--- config.mk ---
export PLATFORM = sky130hd
export DESIGN_NAME = pipe_hazard_ctrl
export DESIGN_NICKNAME = d
export VERILOG_FILES = /design/src/rtl/pipe_ctrl_pkg.sv /design/src/rtl/hazard_cmp.sv /design/src/rtl/pipe_hazard_ctrl.sv
export SDC_FILE = /design/constraint.sdc
export NUM_CORES = 1
export LEC_CHECK = 0
export BUFFER_PORTS_ARGS = -buffer_cell sky130_fd_sc_hd__buf_4
export CAP_MARGIN = 40
export CORE_MARGIN = 2
export CORE_UTILIZATION = 40
export CTS_BUF_LIST = sky130_fd_sc_hd__clkbuf_2
export CTS_CLUSTER_DIAMETER = 40
export CTS_CLUSTER_SIZE = 25
export DETAILED_ROUTE_END_ITERATION = 12
export GPL_ROUTABILITY_DRIVEN = 0
export PLACE_DENSITY = 0.7
export SYNTH_ARGS = -nofsm -noshare
export SYNTH_HDL_FRONTEND = slang
export SYNTH_SLANG_ARGS = --single-unit
export TNS_END_PERCENT = 10
--- constraint.sdc ---
create_clock -name clk -period 2.2 [get_ports clk]
set_input_delay 0 -clock clk [delete_from_list [all_inputs] [get_ports clk]]
set_output_delay 0 -clock clk [all_outputs]
set_load 0.01 [all_outputs]
--- src/rtl/pipe_ctrl_pkg.sv ---
// Shared types and constants for the pipeline hazard controller.
// Optional forwarding support is selected by the FWD_EN macro in pipe_hazard_ctrl.
package pipe_ctrl_pkg;

  localparam int RA_W   = 5;
  localparam int WAIT_W = 8;

  typedef enum logic [1:0] {
    ST_RUN      = 2'b00,
    ST_MEM_WAIT = 2'b01,
    ST_ERR      = 2'b11
  } state_t;

  localparam logic [1:0] FWD_REGFILE = 2'b00;
  localparam logic [1:0] FWD_WB      = 2'b01;
  localparam logic [1:0] FWD_MEM     = 2'b10;

  // One bundle of pipeline-register controls, in the order the stages appear.
  typedef struct packed {
    logic pc_en;
    logic if_id_en;
    logic id_ex_en;
    logic ex_mem_en;
    logic mem_wb_en;
    logic if_id_flush;
    logic id_ex_flush;
    logic mem_wb_flush;
  } ctrl_t;

endpackage

--- src/rtl/hazard_cmp.sv ---
// Read-after-write comparator: flags a source register that matches a pending write.
module hazard_cmp #(
  parameter int RA_W = 5
) (
  input  logic [RA_W-1:0] rs,
  input  logic            used,
  input  logic [RA_W-1:0] rd,
  input  logic            wr_en,
  output logic            hit
);

  // x0 is hardwired to zero, so it never carries a dependency.
  assign hit = used & wr_en & (rs != '0) & (rd == rs);

endmodule

--- src/rtl/pipe_hazard_ctrl.sv ---
// Central stall/flush/forward controller for the 5-stage pipeline, with memory-wait timeout.
// Define FWD_EN to build with EX-stage operand forwarding; otherwise RAW hazards stall.
module pipe_hazard_ctrl #(
  parameter int RA_W        = pipe_ctrl_pkg::RA_W,
  parameter int MEM_TIMEOUT = 15,
  parameter int CNT_W       = 16
) (
  input  logic             clk,
  input  logic             rst,
  input  logic [RA_W-1:0]  ID_RS1,
  input  logic [RA_W-1:0]  ID_RS2,
  input  logic             ID_USES_RS1,
  input  logic             ID_USES_RS2,
  input  logic [RA_W-1:0]  EX_RS1,
  input  logic [RA_W-1:0]  EX_RS2,
  input  logic [RA_W-1:0]  EX_ARD,
  input  logic             EX_REGWRITE,
  input  logic             EX_MEMTOREG,
  input  logic             EX_BRANCH_TAKEN,
  input  logic [RA_W-1:0]  MEM_ARD,
  input  logic             MEM_REGWRITE,
  input  logic             MEM_MEMWRITE,
  input  logic             MEM_MEMTOREG,
  input  logic             DMEM_READY,
  input  logic [RA_W-1:0]  WB_ARD,
  input  logic             WB_REGWRITE,
  output logic             PC_EN,
  output logic             IF_ID_EN,
  output logic             ID_EX_EN,
  output logic             EX_MEM_EN,
  output logic             MEM_WB_EN,
  output logic             IF_ID_FLUSH,
  output logic             ID_EX_FLUSH,
  output logic             MEM_WB_FLUSH,
  output logic [1:0]       FWD_A,
  output logic [1:0]       FWD_B,
  output logic             DMEM_ERR,
  output logic [1:0]       STATE,
  output logic [CNT_W-1:0] STALL_CNT
);

  import pipe_ctrl_pkg::*;

  localparam logic [WAIT_W:0]   TIMEOUT_L = (WAIT_W+1)'(MEM_TIMEOUT);
  localparam logic [WAIT_W-1:0] WAIT_ONE  = WAIT_W'(1);

  state_t            state, state_nxt;
  logic [WAIT_W-1:0] wait_cnt, wait_nxt;
  logic [WAIT_W:0]   wait_inc;
  logic              mem_busy;
  logic              stall_hz;
  logic              ex_hit1, ex_hit2;
  logic [1:0]        fwd_a_sel, fwd_b_sel;
  ctrl_t             ctrl;

  assign mem_busy = (MEM_MEMWRITE | MEM_MEMTOREG) & ~DMEM_READY;
  assign wait_inc = {1'b0, wait_cnt} + {{WAIT_W{1'b0}}, 1'b1};

  hazard_cmp #(.RA_W(RA_W)) u_ex_rs1 (
    .rs(ID_RS1), .used(ID_USES_RS1), .rd(EX_ARD), .wr_en(EX_REGWRITE), .hit(ex_hit1)
  );
  hazard_cmp #(.RA_W(RA_W)) u_ex_rs2 (
    .rs(ID_RS2), .used(ID_USES_RS2), .rd(EX_ARD), .wr_en(EX_REGWRITE), .hit(ex_hit2)
  );

`ifdef FWD_EN
  logic mem_fa, mem_fb, wb_fa, wb_fb;

  hazard_cmp #(.RA_W(RA_W)) u_fwd_mem_a (
    .rs(EX_RS1), .used(1'b1), .rd(MEM_ARD), .wr_en(MEM_REGWRITE), .hit(mem_fa)
  );
  hazard_cmp #(.RA_W(RA_W)) u_fwd_mem_b (
    .rs(EX_RS2), .used(1'b1), .rd(MEM_ARD), .wr_en(MEM_REGWRITE), .hit(mem_fb)
  );
  hazard_cmp #(.RA_W(RA_W)) u_fwd_wb_a (
    .rs(EX_RS1), .used(1'b1), .rd(WB_ARD), .wr_en(WB_REGWRITE), .hit(wb_fa)
  );
  hazard_cmp #(.RA_W(RA_W)) u_fwd_wb_b (
    .rs(EX_RS2), .used(1'b1), .rd(WB_ARD), .wr_en(WB_REGWRITE), .hit(wb_fb)
  );

  // With forwarding, only a load result is too late to bypass into EX.
  assign stall_hz  = (ex_hit1 | ex_hit2) & EX_MEMTOREG;
  assign fwd_a_sel = mem_fa ? FWD_MEM : (wb_fa ? FWD_WB : FWD_REGFILE);
  assign fwd_b_sel = mem_fb ? FWD_MEM : (wb_fb ? FWD_WB : FWD_REGFILE);
`else
  logic mem_hit1, mem_hit2;
  logic unused_fwd_inputs;

  hazard_cmp #(.RA_W(RA_W)) u_mem_rs1 (
    .rs(ID_RS1), .used(ID_USES_RS1), .rd(MEM_ARD), .wr_en(MEM_REGWRITE), .hit(mem_hit1)
  );
  hazard_cmp #(.RA_W(RA_W)) u_mem_rs2 (
    .rs(ID_RS2), .used(ID_USES_RS2), .rd(MEM_ARD), .wr_en(MEM_REGWRITE), .hit(mem_hit2)
  );

  // WB is safe because the register file writes in the first half of the cycle.
  assign stall_hz          = ex_hit1 | ex_hit2 | mem_hit1 | mem_hit2;
  assign fwd_a_sel         = FWD_REGFILE;
  assign fwd_b_sel         = FWD_REGFILE;
  assign unused_fwd_inputs = ^{EX_RS1, EX_RS2, WB_ARD, WB_REGWRITE, EX_MEMTOREG};
`endif

  always_ff @(posedge clk or posedge rst) begin
    if (rst) begin
      state    <= ST_RUN;
      wait_cnt <= '0;
    end else begin
      state    <= state_nxt;
      wait_cnt <= wait_nxt;
    end
  end

  // ERR is entered at the edge that ends the MEM_TIMEOUT-th consecutive busy cycle.
  always_comb begin
    state_nxt = state;
    wait_nxt  = wait_cnt;
    case (state)
      ST_RUN: begin
        if (mem_busy) begin
          if (MEM_TIMEOUT <= 1) begin
            state_nxt = ST_ERR;
          end else begin
            state_nxt = ST_MEM_WAIT;
            wait_nxt  = WAIT_ONE;
          end
        end
      end
      ST_MEM_WAIT: begin
        if (mem_busy) begin
          if (wait_inc >= TIMEOUT_L) begin
            state_nxt = ST_ERR;
          end else begin
            wait_nxt = wait_inc[WAIT_W-1:0];
          end
        end else begin
          state_nxt = ST_RUN;
          wait_nxt  = '0;
        end
      end
      ST_ERR:  state_nxt = ST_ERR;
      default: state_nxt = ST_RUN;
    endcase
  end

  // A busy memory freezes everything upstream, so branches and hazards wait their turn.
  always_comb begin
    ctrl = '0;
    if (state == ST_ERR) begin
      ctrl = '0;
    end else if (mem_busy) begin
      ctrl.mem_wb_en    = 1'b1;
      ctrl.mem_wb_flush = 1'b1;
    end else if (EX_BRANCH_TAKEN) begin
      ctrl             = '{1'b1, 1'b1, 1'b1, 1'b1, 1'b1, 1'b1, 1'b1, 1'b0};
    end else if (stall_hz) begin
      ctrl             = '{1'b0, 1'b0, 1'b1, 1'b1, 1'b1, 1'b0, 1'b1, 1'b0};
    end else begin
      ctrl             = '{1'b1, 1'b1, 1'b1, 1'b1, 1'b1, 1'b0, 1'b0, 1'b0};
    end
  end

  always_comb begin
    {PC_EN, IF_ID_EN, ID_EX_EN, EX_MEM_EN, MEM_WB_EN,
     IF_ID_FLUSH, ID_EX_FLUSH, MEM_WB_FLUSH} = rst ? '0 : ctrl;
    FWD_A = rst ? FWD_REGFILE : fwd_a_sel;
    FWD_B = rst ? FWD_REGFILE : fwd_b_sel;
  end

  assign STATE = state;

  always_ff @(posedge clk or posedge rst) begin
    if (rst) begin
      DMEM_ERR <= 1'b0;
    end else if (state_nxt == ST_ERR) begin
      DMEM_ERR <= 1'b1;
    end
  end

  always_ff @(posedge clk or posedge rst) begin
    if (rst) begin
      STALL_CNT <= '0;
    end else if (!ctrl.pc_en && (STALL_CNT != {CNT_W{1'b1}})) begin
      STALL_CNT <= STALL_CNT + CNT_W'(1);
    end
  end

endmodule

# == Word level (Yosys, flattened, before mapping) ==
# Index checks and enable logic that the tools add are counted.
# op_classes
n_bitwise,18
div_mod_pow,0
n_addsub,2
muxes,16
n_eq_ne,10
n_shift,0
order_cmp,1
reduce_logical,7
mul,0
# ops
operator,n
8-bit 2-to-1 mux,7
5-bit == test,4
16-bit by 1-bit adder with 16-bit output (second input constant),1
16-bit != test (second input constant),1
8-bit case mux with 2 select lines,1
1-bit bitwise AND,13
5-bit nonzero test,2
8-bit by 1-bit adder with 9-bit output (second input constant),1
9-bit by 4-bit greater-or-equal comparator with 1-bit output (second input constant),1
2-bit 2-to-1 mux,4
2-bit case mux with 3 select lines,1
2-bit == test (second input constant),2
4-bit 2-to-1 mux,1
1-bit bitwise OR,4
3-bit != test (second input constant),1
3-bit AND reduction,1
2-bit by 1-bit == test with 1-bit output (second input constant),1
2-bit zero test,1
1-bit 2-to-1 mux,2
2-bit != test (second input constant),1
2-bit nonzero test,1
1-bit logical AND,1
1-bit zero test,1
1-bit NOT,1
# word_totals
inputBits,47
output_inout_bits,31
ff_bits,27
latch_bits,0
ramBits,0
memories,0
rom_bits,0
wordCells,58

# == Depth between registers and ports, before layout ==
# depth
ltp_word,12
ltp_mapped,9
mapped_depth_nobuf,8

# == Cells and area by module ==
# A second synthesis with hierarchy kept.
# unflattened
hier_cells,195
area_unflattened_um2,1903.1
# by_module_without_submodules
mod,area_each_um2,cells_each,seq_area_each_um2,instances
pipe_hazard_ctrl,1597.8,155,675.6,1
hazard_cmp,76.3,10,0.0,4

# == Worst setup path before layout ==
# Ideal clock, no wire load.
# synth_timing
path_kind,reg-to-reg
startpoint,reg STALL_CNT[0]
endpoint,reg STALL_CNT[6]
arrival_time_ns,2.086
stages_incl_launch_ff,9
synth_period_minus_slack_ns,2.213
setup_slack_ns,-0.013
t_required_ns,2.073
cell_sequence,dfrtp_1 > ha_1 > and4_1 > and3_1 > and4_1 > o31ai_4 > buf_2 > nand3_1 > xnor2_1
# synth_between
elab_chain_len,2
word_cells_on_any_way,3
# synth_lines
item,line,text
"start, declared",pipe_hazard_ctrl.sv:39,output logic [CNT_W-1:0] STALL_CNT
"start signal, assigned",pipe_hazard_ctrl.sv:184,STALL_CNT <= STALL_CNT + CNT_W'(1);
"parallel branches: the longest is 2 deep, another holds 16-bit by 1-bit adder with 16-bit output",--,
# Several ways; the timed one is not identified.
# A chain may end at the register's enable or synchronous reset.

# == Worst setup path in the final report ==
# layout_timing
startpoint,reg wait_cnt[1]
endpoint,reg DMEM_ERR
# layout_between
elab_chain_len,6
# layout_lines
item,line,text
"start, declared",pipe_hazard_ctrl.sv:48,"logic [WAIT_W-1:0] wait_cnt, wait_nxt;"
"start signal, assigned",pipe_hazard_ctrl.sv:110,wait_cnt <= wait_nxt;
8-bit by 1-bit adder with 9-bit output,pipe_hazard_ctrl.sv:57,"assign wait_inc = {1'b0, wait_cnt} + {{WAIT_W{1'b0}}, 1'b1};"
9-bit by 4-bit greater-or-equal comparator with 1-bit output,pipe_hazard_ctrl.sv:131,if (wait_inc >= TIMEOUT_L) begin
2-bit 2-to-1 mux,pipe_hazard_ctrl.sv:131,
2-bit 2-to-1 mux,pipe_hazard_ctrl.sv:130,if (mem_busy) begin
2-bit case mux with 3 select lines,pipe_hazard_ctrl.sv:118,case (state)
net state_nxt[1],pipe_hazard_ctrl.sv:47,"state_t state, state_nxt;"
2-bit == test,pipe_hazard_ctrl.sv:175,end else if (state_nxt == ST_ERR) begin
"end signal, assigned",pipe_hazard_ctrl.sv:174,DMEM_ERR <= 1'b0;
"end signal, assigned",pipe_hazard_ctrl.sv:176,DMEM_ERR <= 1'b1;
"end, declared",pipe_hazard_ctrl.sv:37,"output logic DMEM_ERR,"
# The timed path passes the listed nets, and every way through them passes these cells.

==> out/results.ini <==
[yosys]
ys_ff_latch=27
ys_types=48
synth_flop_cell=dfrtp_1
synth.cell_area_um2=1810
async_flop_share_pct=100
synth_area_per_cell_um2=9.52
syn_inst=190
synth-edff-count=0
yosysSeqAreaShare_pct=37.4
ys_warn_count=0

[floorplan]
die_w_um=71.2
io_pins=78
die_h_um=71.2
core-area_um2=4350
num_rows=24
die_area_um2=5070
start_util_pct=41.5

[routing]
vias_per_cell=5.07
vias=1593
totalWireLength_um=4020
firstDrtPassIters=6
drc_errors=0
drt_first_iter_violations=81
wl_per_cell_um=12.8
ant_nets=0

[clock_network]
cts_max_level=1
cts_tree=built
ctsLongestPathBuffers=2
cts.reportedPaths.clkPinSlew_ns=0.25
clk_latency_ns=0.35
cts.sinks=27
cts-root-buf=clkbuf_2
numCtsBuffers=3

[timing]
timing.setup.tns_ns=0
fmax_mhz=459
final.period_utilization_pct=99.0
finClkSkew_ns=0.0119
min_period_ns=2.18
rsz0062_at_grt=yes
setup_viol=0
hold_viol_final=0
drv_slew=0

[global_route]
grt_max_degree=28
grt_pass1_vias=1627
overflow=0
grt_usage_pct=16.3
grt_pass1_wl_um=6900
antenna_found_initial=0

[setup_path]
cpPeakStageDelay_ns=0.45
start_kind=flip-flop
cp_slowest_cell=dfrtp_1
cp.arrival_ns=2.46
critical_path_class=reg -> reg
r2r_slack_ns=0.02
path_cells=ha_2 > and3_4 > a311o_2 > o311a_1 > a211oi_4 > buf_6 > nor2_2 > o21a_1 > or2_1
required_ns=2.48
critPathCaptureType=flip-flop
cp_max_fo=5

[place]
portBuffers=56
dpl.hpwl_um=3060

[power_and_ir_drop]
powerDensity_nw_per_um2=540
p_leak_nw=1.12
finalPower_mw=1.32
max-vdd-ir-drop_mv=0.498

[outcome]
status=finished clean

[cells_and_area]
area_growth_pct=34.9
fillerInstances=388
register_area_um2=676
multi_input_area_um2=1050
postLayoutCoreUtil_pct=56.0
layout.nets=313
drive_gt1_share_pct=35.9
antennaDiodeCount=0

[worst_hold_path]
min_path_type=in -> reg

[job]
cap_violations=0

## per-stage QoR
stage	hold slack, ns	instances	instance area (um2)	setup WS [ns]
CTS	0.0799	310	2370	-0.00481
finish	0.135	314	2440	0.0229
global placement	0.0932	304	2330	0.0561
global route	0.122	314	2440	-0.0378
detailed placement	0.100	304	2330	0.0125
floorplan	0.0527	193	1820	0.0154
## final timing paths
| kind | startpoint | end | depth (start not counted) |
|---|---|---|---|
| max in group asynchronous | rst | STALL_CNT[11] | 4 |
| min | MEM_MEMWRITE | STATE[0] | 4 |
| max reg2reg | wait_cnt[1] | DMEM_ERR | 9 |
| min in group asynchronous | rst | STATE[0] | 4 |
| min reg2reg | STALL_CNT[15] | STALL_CNT[15] | 1 |
| max | wait_cnt[1] | DMEM_ERR | 9 |
## critical path, delay by kind of cell, from the launching register on
kind	cells	cell delay, ns
AOI/OAI and AO/OA	4	0.86
and+or+nand+nor	3	0.44
adders and majority gates	1	0.20
DFF	1	0.45
buffers and inverters	1	0.15
## per-layer routing
| layer | track usage [%] | part of all wire (%) | vias up |
|---|---|---|---|
| met5 | 0 | 0 | - |
| met3 | 3.52 | 3.9 | 0 |
| met2 | 29.2 | 51 | 26 |
| met1 | 20.3 | 45 | 772 |
| met4 | 2.94 | 0 | 0 |
| li1 | - | - | 795 |
## repair_timing
item | in CTS | in global routing
endpoints found under the setup margin | 5 | 12
endpoints found under the hold margin | 31 | 0
pin swaps | 0 | 7
resized for setup | 1 | 7
setup buffers | 0 | 3
hold buffers | 2 | 0
cloned | 0 | 1
## sequential cells by signal, summed over array words and instances (netlist names)
signal     flops
DMEM_ERR       1
STALL_CNT     16
STATE          2
wait_cnt       8
## logic make-up (layout without fill, tap and decap cells)
logic type | Yosys count | in the layout | synth area share, %
simple gates | 78 | 78 | 23.7
xor+xnor | 36 | 36 | 17.4
compound gates | 27 | 27 | 11.6
flops | 27 | 27 | 37.4
buf+inv | 15 | 84 | 5.95
fa+ha+maj | 3 | 3 | 2.08
mux | 3 | 3 | 1.73
other cells | 1 | 4 | 0.207
## synthesized netlist by cell type (3+ instances only)
master   number  area share (%)
xnor2_1      34              16
dfrtp_1      27              37
nand2_1      20             4.2
nor2_1       13             2.7
nand4_1      10             3.5
nand3_1       8             2.2
buf_4         6             2.5
a21oi_1       5             1.4
and3_1        4             1.4
and4_1        4             1.9
inv_1         4            0.83
nor2b_1       4             1.4
o22ai_1       4             1.4
ha_1          3             2.1
o21ai_0       3            0.83
## layout by cell type, fill, tap and decap left out, types with 4 or more instances in the layout
| master | synthesis | final |
|---|---|---|
| buf_4 | 6 | 71 |
| xnor2_1 | 34 | 34 |
| dfrtp_1 | 27 | 27 |
| nand2_1 | 20 | 20 |
| nor2_1 | 13 | 12 |
| nand4_1 | 10 | 10 |
| nand3_1 | 8 | 8 |
| a21oi_1 | 5 | 5 |
| o22ai_1 | 4 | 4 |
| nor2b_1 | 4 | 4 |
| inv_1 | 4 | 4 |
| conb_1 | 1 | 4 |
## power by group
| group | total (mW) | internal, mW | switching (mW) |
|---|---|---|---|
| clock network | 0.186 | 0.0412 | 0.145 |
| registers | 0.608 | 0.558 | 0.0502 |
| logic | 0.521 | 0.286 | 0.235 |
| total | 1.32 | 0.886 | 0.430 |
## final cells by class
class	count	area share, %
Clock inverter	1	0.205
Multi-Input combinational cell	151	43.2
Sequential cell	27	27.7
Clock buffer	3	0.616
Timing Repair Buffer	76	25.0
Inverter	4	0.616
Tap cell	52	2.67
(Power assumes the default switching activity.)
